## src/rtl/wsg_write_arbiter.sv

```systemverilog
// wsg_write_arbiter
// Merges register writes from the main CPU (A) and the sound CPU (B) into
// the 64-byte WSG register window. Each requester has its own FIFO; the
// two streams are merged with round-robin arbitration and issued as
// single-cycle write strobes separated by GAP idle cycles.
//
// Optional build macro WSG_ARB_MUTE_EN: builds the mute sequencer, which
// writes 8'h00 to the volume register of channels 0..7 (offset {ch,3'b011}).
// Without it, mute_req is ignored and mute_busy is tied low.
//
// Ports:
//   pxclk               clock, all logic on rising edge
//   RESET               synchronous active-high reset
//   a_wr/a_addr/a_data  main-CPU write request (offset, data)
//   a_full              main-CPU FIFO full
//   b_wr/b_addr/b_data  sound-CPU write request
//   b_full              sound-CPU FIFO full
//   mute_req            pulse requesting the mute sequence
//   mute_busy           mute sequence accepted and not yet finished
//   ovf                 sticky overflow flags, bit0 = A, bit1 = B
//   SA/SD/cpu_wr        WSG write port; SA/SD hold while cpu_wr is low
module wsg_write_arbiter #(
    parameter int unsigned DEPTH_LOG2 = 2,
    parameter int unsigned GAP        = 1
) (
    input  logic        pxclk,
    input  logic        RESET,
    input  logic        a_wr,
    input  logic [5:0]  a_addr,
    input  logic [7:0]  a_data,
    output logic        a_full,
    input  logic        b_wr,
    input  logic [5:0]  b_addr,
    input  logic [7:0]  b_data,
    output logic        b_full,
    input  logic        mute_req,
    output logic        mute_busy,
    output logic [1:0]  ovf,
    output logic [15:0] SA,
    output logic [7:0]  SD,
    output logic        cpu_wr
);

    localparam int unsigned DEPTH    = 1 << DEPTH_LOG2;
    localparam int unsigned PW       = DEPTH_LOG2;
    localparam int unsigned CW       = DEPTH_LOG2 + 1;
    localparam int unsigned EW       = 14;
    localparam logic [3:0]  GAP_LAST = (GAP == 0) ? 4'd0 : 4'(GAP - 1);
    localparam bit          GAP_EN   = (GAP != 0);

`ifdef WSG_ARB_MUTE_EN
    typedef enum logic [2:0] {
        ST_IDLE,
        ST_ISSUE,
        ST_GAP,
        ST_MUTE_ISSUE,
        ST_MUTE_GAP
    } state_t;
`else
    typedef enum logic [1:0] {
        ST_IDLE,
        ST_ISSUE,
        ST_GAP
    } state_t;
`endif

    // ---------------- per-requester FIFOs (index 0 = A, 1 = B) ----------------
    logic [EW-1:0] mem   [2][DEPTH];
    logic [PW-1:0] wptr  [2];
    logic [PW-1:0] rptr  [2];
    logic [CW-1:0] cnt   [2];
    logic [EW-1:0] wdata [2];
    logic [EW-1:0] head  [2];
    logic [1:0]    wr;
    logic [1:0]    full;
    logic [1:0]    empty;
    logic [1:0]    push;
    logic [1:0]    pop;
    logic [1:0]    ovf_q;

    assign wr       = {b_wr, a_wr};
    assign wdata[0] = {a_addr, a_data};
    assign wdata[1] = {b_addr, b_data};

    // Full is decoded from the registered count, so a same-cycle pop never
    // makes room for a push.
    always_comb begin
        for (int r = 0; r < 2; r++) begin
            full[r]  = (cnt[r] == CW'(DEPTH));
            empty[r] = (cnt[r] == '0);
            push[r]  = wr[r] & ~full[r];
            head[r]  = mem[r][rptr[r]];
        end
    end

    // FIFO pointers, counts and sticky overflow flags
    always_ff @(posedge pxclk) begin
        if (RESET) begin
            for (int r = 0; r < 2; r++) begin
                wptr[r] <= '0;
                rptr[r] <= '0;
                cnt[r]  <= '0;
            end
            ovf_q <= '0;
        end else begin
            for (int r = 0; r < 2; r++) begin
                if (push[r]) wptr[r] <= wptr[r] + PW'(1);
                if (pop[r])  rptr[r] <= rptr[r] + PW'(1);
                cnt[r] <= cnt[r] + CW'(push[r]) - CW'(pop[r]);
                if (wr[r] && full[r]) ovf_q[r] <= 1'b1;
            end
        end
    end

    // FIFO storage, no reset needed
    always_ff @(posedge pxclk) begin
        for (int r = 0; r < 2; r++) begin
            if (push[r]) mem[r][wptr[r]] <= wdata[r];
        end
    end

    // ---------------- issue FSM ----------------
    state_t     state_q, state_d;
    logic [3:0] gap_q, gap_d;
    logic       rr_q, rr_d;          // 1 = B was granted last
    logic       cpu_wr_q, cpu_wr_d;
    logic [5:0] off_q, off_d;
    logic [7:0] sd_q, sd_d;
    logic       sel;                 // pick the next source this cycle

`ifdef WSG_ARB_MUTE_EN
    logic [2:0] ch_q, ch_d;
    logic       pend_q, pend_d;
    logic       busy_q, busy_d;
    logic       in_mute;
    logic       mute_nxt;            // advance to the next mute channel

    assign in_mute = (state_q == ST_MUTE_ISSUE) || (state_q == ST_MUTE_GAP);
`endif

    // Next state and next registered outputs
    always_comb begin
        state_d  = state_q;
        gap_d    = gap_q;
        rr_d     = rr_q;
        cpu_wr_d = 1'b0;
        off_d    = off_q;
        sd_d     = sd_q;
        pop      = 2'b00;
        sel      = 1'b0;
`ifdef WSG_ARB_MUTE_EN
        ch_d     = ch_q;
        mute_nxt = 1'b0;
        // Requests while pending or sequencing are merged.
        pend_d   = pend_q | (mute_req & ~in_mute);
`endif

        case (state_q)
            ST_IDLE: sel = 1'b1;
            ST_ISSUE: begin
                if (GAP_EN) begin
                    state_d = ST_GAP;
                    gap_d   = '0;
                end else begin
                    sel = 1'b1;
                end
            end
            ST_GAP: begin
                // The last gap cycle already selects, keeping GAP+1 spacing.
                if (gap_q == GAP_LAST) sel = 1'b1;
                else                   gap_d = gap_q + 4'd1;
            end
`ifdef WSG_ARB_MUTE_EN
            ST_MUTE_ISSUE: begin
                if (GAP_EN) begin
                    state_d = ST_MUTE_GAP;
                    gap_d   = '0;
                end else if (ch_q == 3'd7) begin
                    sel = 1'b1;
                end else begin
                    mute_nxt = 1'b1;
                end
            end
            ST_MUTE_GAP: begin
                if (gap_q == GAP_LAST) begin
                    if (ch_q == 3'd7) sel = 1'b1;
                    else              mute_nxt = 1'b1;
                end else begin
                    gap_d = gap_q + 4'd1;
                end
            end
`endif
            default: state_d = ST_IDLE;
        endcase

`ifdef WSG_ARB_MUTE_EN
        if (mute_nxt) begin
            ch_d     = ch_q + 3'd1;
            state_d  = ST_MUTE_ISSUE;
            cpu_wr_d = 1'b1;
            off_d    = {ch_d, 3'b011};
            sd_d     = 8'h00;
        end
`endif

        // Source priority: pending mute, then sole non-empty FIFO, then the
        // FIFO not granted last.
        if (sel) begin
            state_d = ST_IDLE;
`ifdef WSG_ARB_MUTE_EN
            if (pend_q) begin
                pend_d   = 1'b0;
                ch_d     = 3'd0;
                state_d  = ST_MUTE_ISSUE;
                cpu_wr_d = 1'b1;
                off_d    = 6'b000011;
                sd_d     = 8'h00;
            end else
`endif
            if (!empty[0] && (empty[1] || rr_q)) begin
                pop[0]   = 1'b1;
                rr_d     = 1'b0;
                state_d  = ST_ISSUE;
                cpu_wr_d = 1'b1;
                off_d    = head[0][13:8];
                sd_d     = head[0][7:0];
            end else if (!empty[1]) begin
                pop[1]   = 1'b1;
                rr_d     = 1'b1;
                state_d  = ST_ISSUE;
                cpu_wr_d = 1'b1;
                off_d    = head[1][13:8];
                sd_d     = head[1][7:0];
            end
        end

`ifdef WSG_ARB_MUTE_EN
        busy_d = pend_q | (state_d == ST_MUTE_ISSUE) | (state_d == ST_MUTE_GAP);
`endif
    end

    // FSM state and write-port registers
    always_ff @(posedge pxclk) begin
        if (RESET) begin
            state_q  <= ST_IDLE;
            gap_q    <= '0;
            rr_q     <= 1'b1;
            cpu_wr_q <= 1'b0;
            off_q    <= '0;
            sd_q     <= '0;
        end else begin
            state_q  <= state_d;
            gap_q    <= gap_d;
            rr_q     <= rr_d;
            cpu_wr_q <= cpu_wr_d;
            off_q    <= off_d;
            sd_q     <= sd_d;
        end
    end

`ifdef WSG_ARB_MUTE_EN
    // Mute sequencer registers
    always_ff @(posedge pxclk) begin
        if (RESET) begin
            ch_q   <= '0;
            pend_q <= 1'b0;
            busy_q <= 1'b0;
        end else begin
            ch_q   <= ch_d;
            pend_q <= pend_d;
            busy_q <= busy_d;
        end
    end

    assign mute_busy = busy_q;
`else
    logic unused_mute;
    assign unused_mute = mute_req;
    assign mute_busy   = 1'b0;
`endif

    assign a_full = full[0];
    assign b_full = full[1];
    assign ovf    = ovf_q;
    assign cpu_wr = cpu_wr_q;
    assign SA     = {10'h000, off_q};
    assign SD     = sd_q;

endmodule
```

## config.mk

```make
export PLATFORM = sky130hd
export DESIGN_NAME = wsg_write_arbiter
export DESIGN_NICKNAME = d
export VERILOG_FILES = /design/src/rtl/wsg_write_arbiter.sv
export SDC_FILE = /design/constraint.sdc
export NUM_CORES = 1
export LEC_CHECK = 0
export CAP_MARGIN = 20
export CORE_AREA = 2 2 143 75
export DETAILED_ROUTE_END_ITERATION = 12
export DIE_AREA = 0 0 145 77
export DONT_BUFFER_PORTS = 1
export GPL_TIMING_DRIVEN = 0
export PLACE_DENSITY = 0.78
export SYNTH_ARGS = -nofsm -noshare
export SYNTH_HDL_FRONTEND = slang
export SYNTH_SLANG_ARGS = --single-unit
```

## constraint.sdc

```tcl
create_clock -name pxclk -period 3.1 [get_ports pxclk]
set_input_delay 0.465 -clock pxclk [delete_from_list [all_inputs] [get_ports pxclk]]
set_output_delay 0.465 -clock pxclk [all_outputs]
set_load 0.01 [all_outputs]
```

# Yosys cells after proc, flatten, opt, wreduce, memory -nomap -nowiden
# Memory sizes are Yosys's and may differ from the RTL's.
# Cells that the tools add are included.
word_totals:
  register_bits: 24
  ramBits: 126
  input_bits: 33
  out_inout_bits: 30
  wordCells: 117
  n_memories: 4
memory_table:
  columns: ["name", "depth", "word_bits", "read_ports", "rd_ports_with_merged_regs", "wr", "line", "text"]
  rows:
  - ["mem", 2, 56, 2, 0, 2, "68", "logic [EW-1:0] mem [2][DEPTH];"]
  - ["cnt", 2, 3, 2, 0, 2, "71", "logic [CW-1:0] cnt [2];"]
  - ["rptr", 2, 2, 2, 0, 2, "70", "logic [PW-1:0] rptr [2];"]
  - ["wptr", 2, 2, 2, 0, 2, "69", "logic [PW-1:0] wptr [2];"]
op_classes:
  add_sub_neg: 9
  order_cmp: 6
  n_eq_ne: 7
  n_mux: 52
  bitwise_logic: 15
  n_reduce_logical: 16
op_table:
  columns: ["cell", "n"]
  rows:
  - ["56-bit 2-to-1 mux", 2]
  - ["14-bit 2-to-1 mux", 6]
  - ["14-bit binary-select mux with 2-bit select", 2]
  - ["14-bit demux with 2-bit select", 2]
  - ["1-bit 2-to-1 mux", 24]
  - ["8-bit 2-to-1 mux", 2]
  - ["3-bit >= comparator (second input constant)", 4]
  - ["2-bit 2-to-1 mux", 6]
  - ["6-bit 2-to-1 mux", 2]
  - ["2-bit NOT with 3-bit output", 4]
  - ["2-bit by 1-bit adder with 2-bit output (second input constant)", 4]
  - ["4-bit one-hot mux with 2 select lines", 1]
  - ["3-bit by 1-bit adder with 3-bit output", 2]
  - ["3-bit equality test (second input constant)", 2]
  - ["3-bit zero test", 2]
  - ["3-bit by 1-bit < comparator with 1-bit output (second input constant)", 2]
  - ["3-bit 2-to-1 mux", 2]
  - ["1-bit bitwise OR", 6]
  - ["3-bit by 1-bit subtractor with 3-bit output", 2]
  - ["1-bit logical AND", 5]
  - ["4-bit by 1-bit adder with 4-bit output (second input constant)", 1]
  - ["4-bit zero test", 1]
  - ["4-bit 2-to-1 mux", 1]
  - ["2-bit by 1-bit != test with 1-bit output (second input constant)", 2]
  - ["other kinds (13)", 18]

# Depth between registers and ports, before layout
# An unclocked memory read counts as a cell.
depth:
  depth_word: 10
  mapped_depth: 12
  mapped_depth_nobuf: 12

# Least setup slack after synthesis
# OpenSTA, ideal clock, no wires.
synth_path:
  kind: "reg2reg"
  start: "reg gap_q[1]"
  end: "mem cnt[0][5] (netlist bit)"
  setup_time_ps: 128
  arrival_time_ps: 2492
  required_time_ps: 2972
  slack_ps: 481
  stages_incl_launch_ff: 13
  synth_period_minus_slack_ps: 2619
  cell_sequence: "dfxtp_1 inv_1 ha_1 or3b_4 a21oi_1 nor3b_2 ha_1 inv_1 ha_1 fa_1 xnor2_1 xnor2_1 nor2_1"
synth_lines:
  columns: ["item", "line", "text"]
  rows:
  - ["start: declaration", "124", "logic [3:0] gap_q, gap_d;"]
  - ["start signal: assignment", "253", "gap_q <= gap_d;"]
  - ["end: declaration", "71", null]

==> reports/qor.csv <==
stage;metric;value;unit
outcome;outcome;complete, no violations;
pwr;leak pwr;2.43;nW
synth;synth warn;0;
setup_path;max incr delay on CP;0.41;ns
synth;Yosys cell types;39;
place;Placed Area;6380;sq um
global_routing;initial antenna violation count;0;
clock_tree;Root Driver;clkbuf_16;
clock_tree;TritonCTS clock tree;built;
final_layout;Reg area;4200;sq um
routing;wl on met1;4860;microns
final_layout;n_diodes;0;
synth;Synth Instances;370;
final_layout;fin area;6990;sq um
sta;Worst Tran Pin Value;0.784;ns
clock_tree;clk buf depth;2;
setup_path;register-to-register setup slack;0.28;ns
place;IO buf count;0;
routing;total wire length;11000;microns
synth;register area share after synthesis;68.2;%
setup_path;FF-to-FF Start;gap_q[1]$_SDFFE_PP0P_;
routing;router iterations before antenna repair;4;
setup_path;worst path bufs/invs;2;
routing;remaining antenna violation count;0;
setup_path;Crit Path Category;reg -> reg;
final_layout;fraction of layout cells with a size suffix above 1;25.7;%
sta;relative slew slack;47.7;%
final_layout;Fillers;630;
final_layout;area delta synth->final;13.5;%
setup_path;worst path cell trace;inv_1 > ha_1 > or3b_4 > a21oi_2 > nor3b_4 > ha_1 > inv_1 > ha_1 > fa_1 > xnor2_1 > xnor2_1 > nor2_1;
sta;fmax;0.355;GHz
global_routing;largest net degree at the start of global routing;17;
place;Placed Cells;520;
routing;Via Count;3095;
pwr;Max VDD drop;515;uV
setup_path;CP delay by family, top;adder cells;
setup_path;Crit. End Element;register;
clock_tree;Post-CTS Hold Buffers;0;
die;Core Rows;26;
final_layout;Layout Nets;447;
place;post-DP HPWL;7440;microns
pwr;Tot Pwr;6.93;mW
run;MaxCap Viol Count;0;
synth;Mapped Area;6160;sq um
synth;dominant cell type by area after synthesis;edfxtp_1;
clock_tree;TritonCTS Buffers;17;
clock_tree;clock sink count;150;
setup_path;Arr. time, crit path;3.11;ns
synth;EDFF count, synth;120;
routing;DRC;0;
pwr;Power Density;990;nW/um^2
global_routing;first-pass GRT wire length;17600;microns
setup_path;Critical Path End;cnt[0][5]$_SDFF_PP0_;
routing;highest metal used;met4;
synth;asr flop ratio synth;0;%
die;die width;145;microns
routing;met2 routed WL;5130;microns
sta;Final Cycle Share;90.9;%
clock_tree;CTS H-tree lvls;4;
worst_hold_path;worst hold path type;in -> reg;
setup_path;reg2reg end;cnt[0][5]$_SDFF_PP0_;
final_layout;Cell Count, Final, Fillers Out;552;
clock_tree;cts repair resizes;0;
setup_path;Crit. Startpoint;gap_q[1]$_SDFFE_PP0P_;
sta;endpoints failing setup;0;
synth;most common cell in the netlist;edfxtp_1;
synth;synthesis-stage register bit count;150;
synth;Syn Area/Cell;16.7;sq um
clock_tree;CTS clk-pin slew, worst paths;0.07;ns
die;die height;77;microns
routing;vias per cell;5.61;
routing;initial drt markers;217;
synth;top-area cell type share of the netlist area;58.5;%
routing;routed length on met3;872;microns
sta;final hold violations;0;
sta;Final min period;2.82;ns
die;I/O pin cnt;63;
setup_path;Critical Path Start Type;register;
sta;setup total negative slack;0;ns
clock_tree;insertion delay to the later sink of the worst-skew pair;0.42;ns
setup_path;Worst EP required;3.39;ns
setup_path;Critical Path Stages;12;
clock_tree;post-CTS setup buffer count;0;
routing;wire per inst;19.9;microns
die;Initial Util;62.1;%
die;Die ar.;11200;sq um
synth;Synth top cells by count;edfxtp_1, dfxtp_1, nand2_1;
global_routing;vias in the first global route;3234;
place;routability cong.;0.786;
synth;Main synth FF type;edfxtp_1;
sta;RSZ-0062 raised after global routing;false;
synth;main area contributors after synthesis;edfxtp_1, mux4_2, dfxtp_1;
sta;Setup Skew;0.0102;ns
final_layout;area of the multi-input gates;1760;sq um
setup_path;slowest CP cell;or3b_4;
sta;Slew Viols, Final;0;
setup_path;Worst R2R Path Depth;12;
setup_path;critical path peak fanout;7;
setup_path;most used cell, CP;ha_1;
sta;Fin Hold WS;0.133;ns
global_routing;GRT Resource Usage Total;21.6;%
die;core area;9920;sq um
global_routing;grt ovf;0;
[layer usage]
layer | vias to the layer above | GRT usage, %
met4 | 0 | 7.43
li1 | 1431 | -
met5 | - | 0
met2 | 80 | 31.7
met1 | 1574 | 29.6
met3 | 10 | 8.75
[area by class of cell]
cell class                      instances  area share (%)
Multi-Input combinational cell        187            25.2
Clock inverter                         15            2.59
Buffer                                 29            2.72
Tap cell                              140            2.50
Sequential cell                       150            60.1
Inverter                               14           0.751
Clock buffer                           17            6.08
[through the flow]
stage / util (%) / setup WS, ns
after detailed placement: 64.3 / 0.0940
after global placement: 64.3 / 0.174
final: 70.5 / 0.284
after floorplan: - / 0.481
after global routing: 70.5 / 0.0495
after CTS: 70.4 / 0.0904
[how the worst min path moves through the flow]
stage | from | to | slack [ns] | cells after the start
floorplan | gap_q[3]$_SDFFE_PP0P_ | gap_q[3]$_SDFFE_PP0P_ | 0.47 | 2
global placement | gap_q[3]$_SDFFE_PP0P_ | gap_q[3]$_SDFFE_PP0P_ | 0.48 | 2
detailed placement | gap_q[2]$_SDFFE_PP0P_ | gap_q[2]$_SDFFE_PP0P_ | 0.51 | 2
CTS | b_data[3] | mem[0][73]$_DFFE_PP_ | 0.12 | 0
global route | b_addr[0] | mem[0][78]$_DFFE_PP_ | 0.11 | 0
finish | b_data[6] | mem[0][62]$_DFFE_PP_ | 0.13 | 0
[state kept, by name (all words and copies together), names as in the netlist]
name	cells
ovf	2
off_q	6
state_q	2
wptr	4
cnt	6
mem	112
rr_q	1
rptr	4
gap_q	4
SD	8
cpu_wr	1
[placed cells by master (no fill, tap or decap), types with 4 or more instances in the layout]
cell type,count
a21oi_1,6
a311oi_2,14
and2_1,11
buf_2,5
buf_4,14
clkbuf_1,7
clkbuf_16,17
clkinvlp_4,4
conb_1,11
dfxtp_1,30
edfxtp_1,120
ha_1,13
inv_1,14
inv_8,5
mux4_2,28
nand2_1,29
nand2b_1,5
nor2_1,26
nor2b_1,6
xnor2_1,6
[cell families (layout without fill, tap and decap cells)]
| group | after synthesis | count (layout) | share of synthesized area [%] |
|---|---|---|---|
| muxes | 28 | 28 | 10.2 |
| other | 1 | 11 | 0.0608 |
| and+or+nand+nor | 96 | 96 | 7.88 |
| buffers and inverters | 43 | 75 | 3.94 |
| DFF | 150 | 150 | 68.2 |
| xor gates and xnor gates | 7 | 7 | 0.995 |
| adders and majority gates | 15 | 15 | 3.29 |
| AOI/OAI and AO/OA | 30 | 30 | 5.40 |
[report_power, final]
group	switching [mW]	total, mW	internal, mW
logic	1.12	2.03	0.906
clock network	0.885	2.11	1.22
registers	0.242	2.79	2.55
[worst register-to-register path, cell delays in order, from the launching register on]
cell and delay, ns:
dfxtp_1 0.35, inv_1 0.07, ha_1 0.12, or3b_4 0.41
a21oi_2 0.29, nor3b_4 0.31, ha_1 0.16, inv_1 0.04
ha_1 0.20, fa_1 0.38, xnor2_1 0.18, xnor2_1 0.13
nor2_1 0.05
Power figures use the tool's default switching activity.
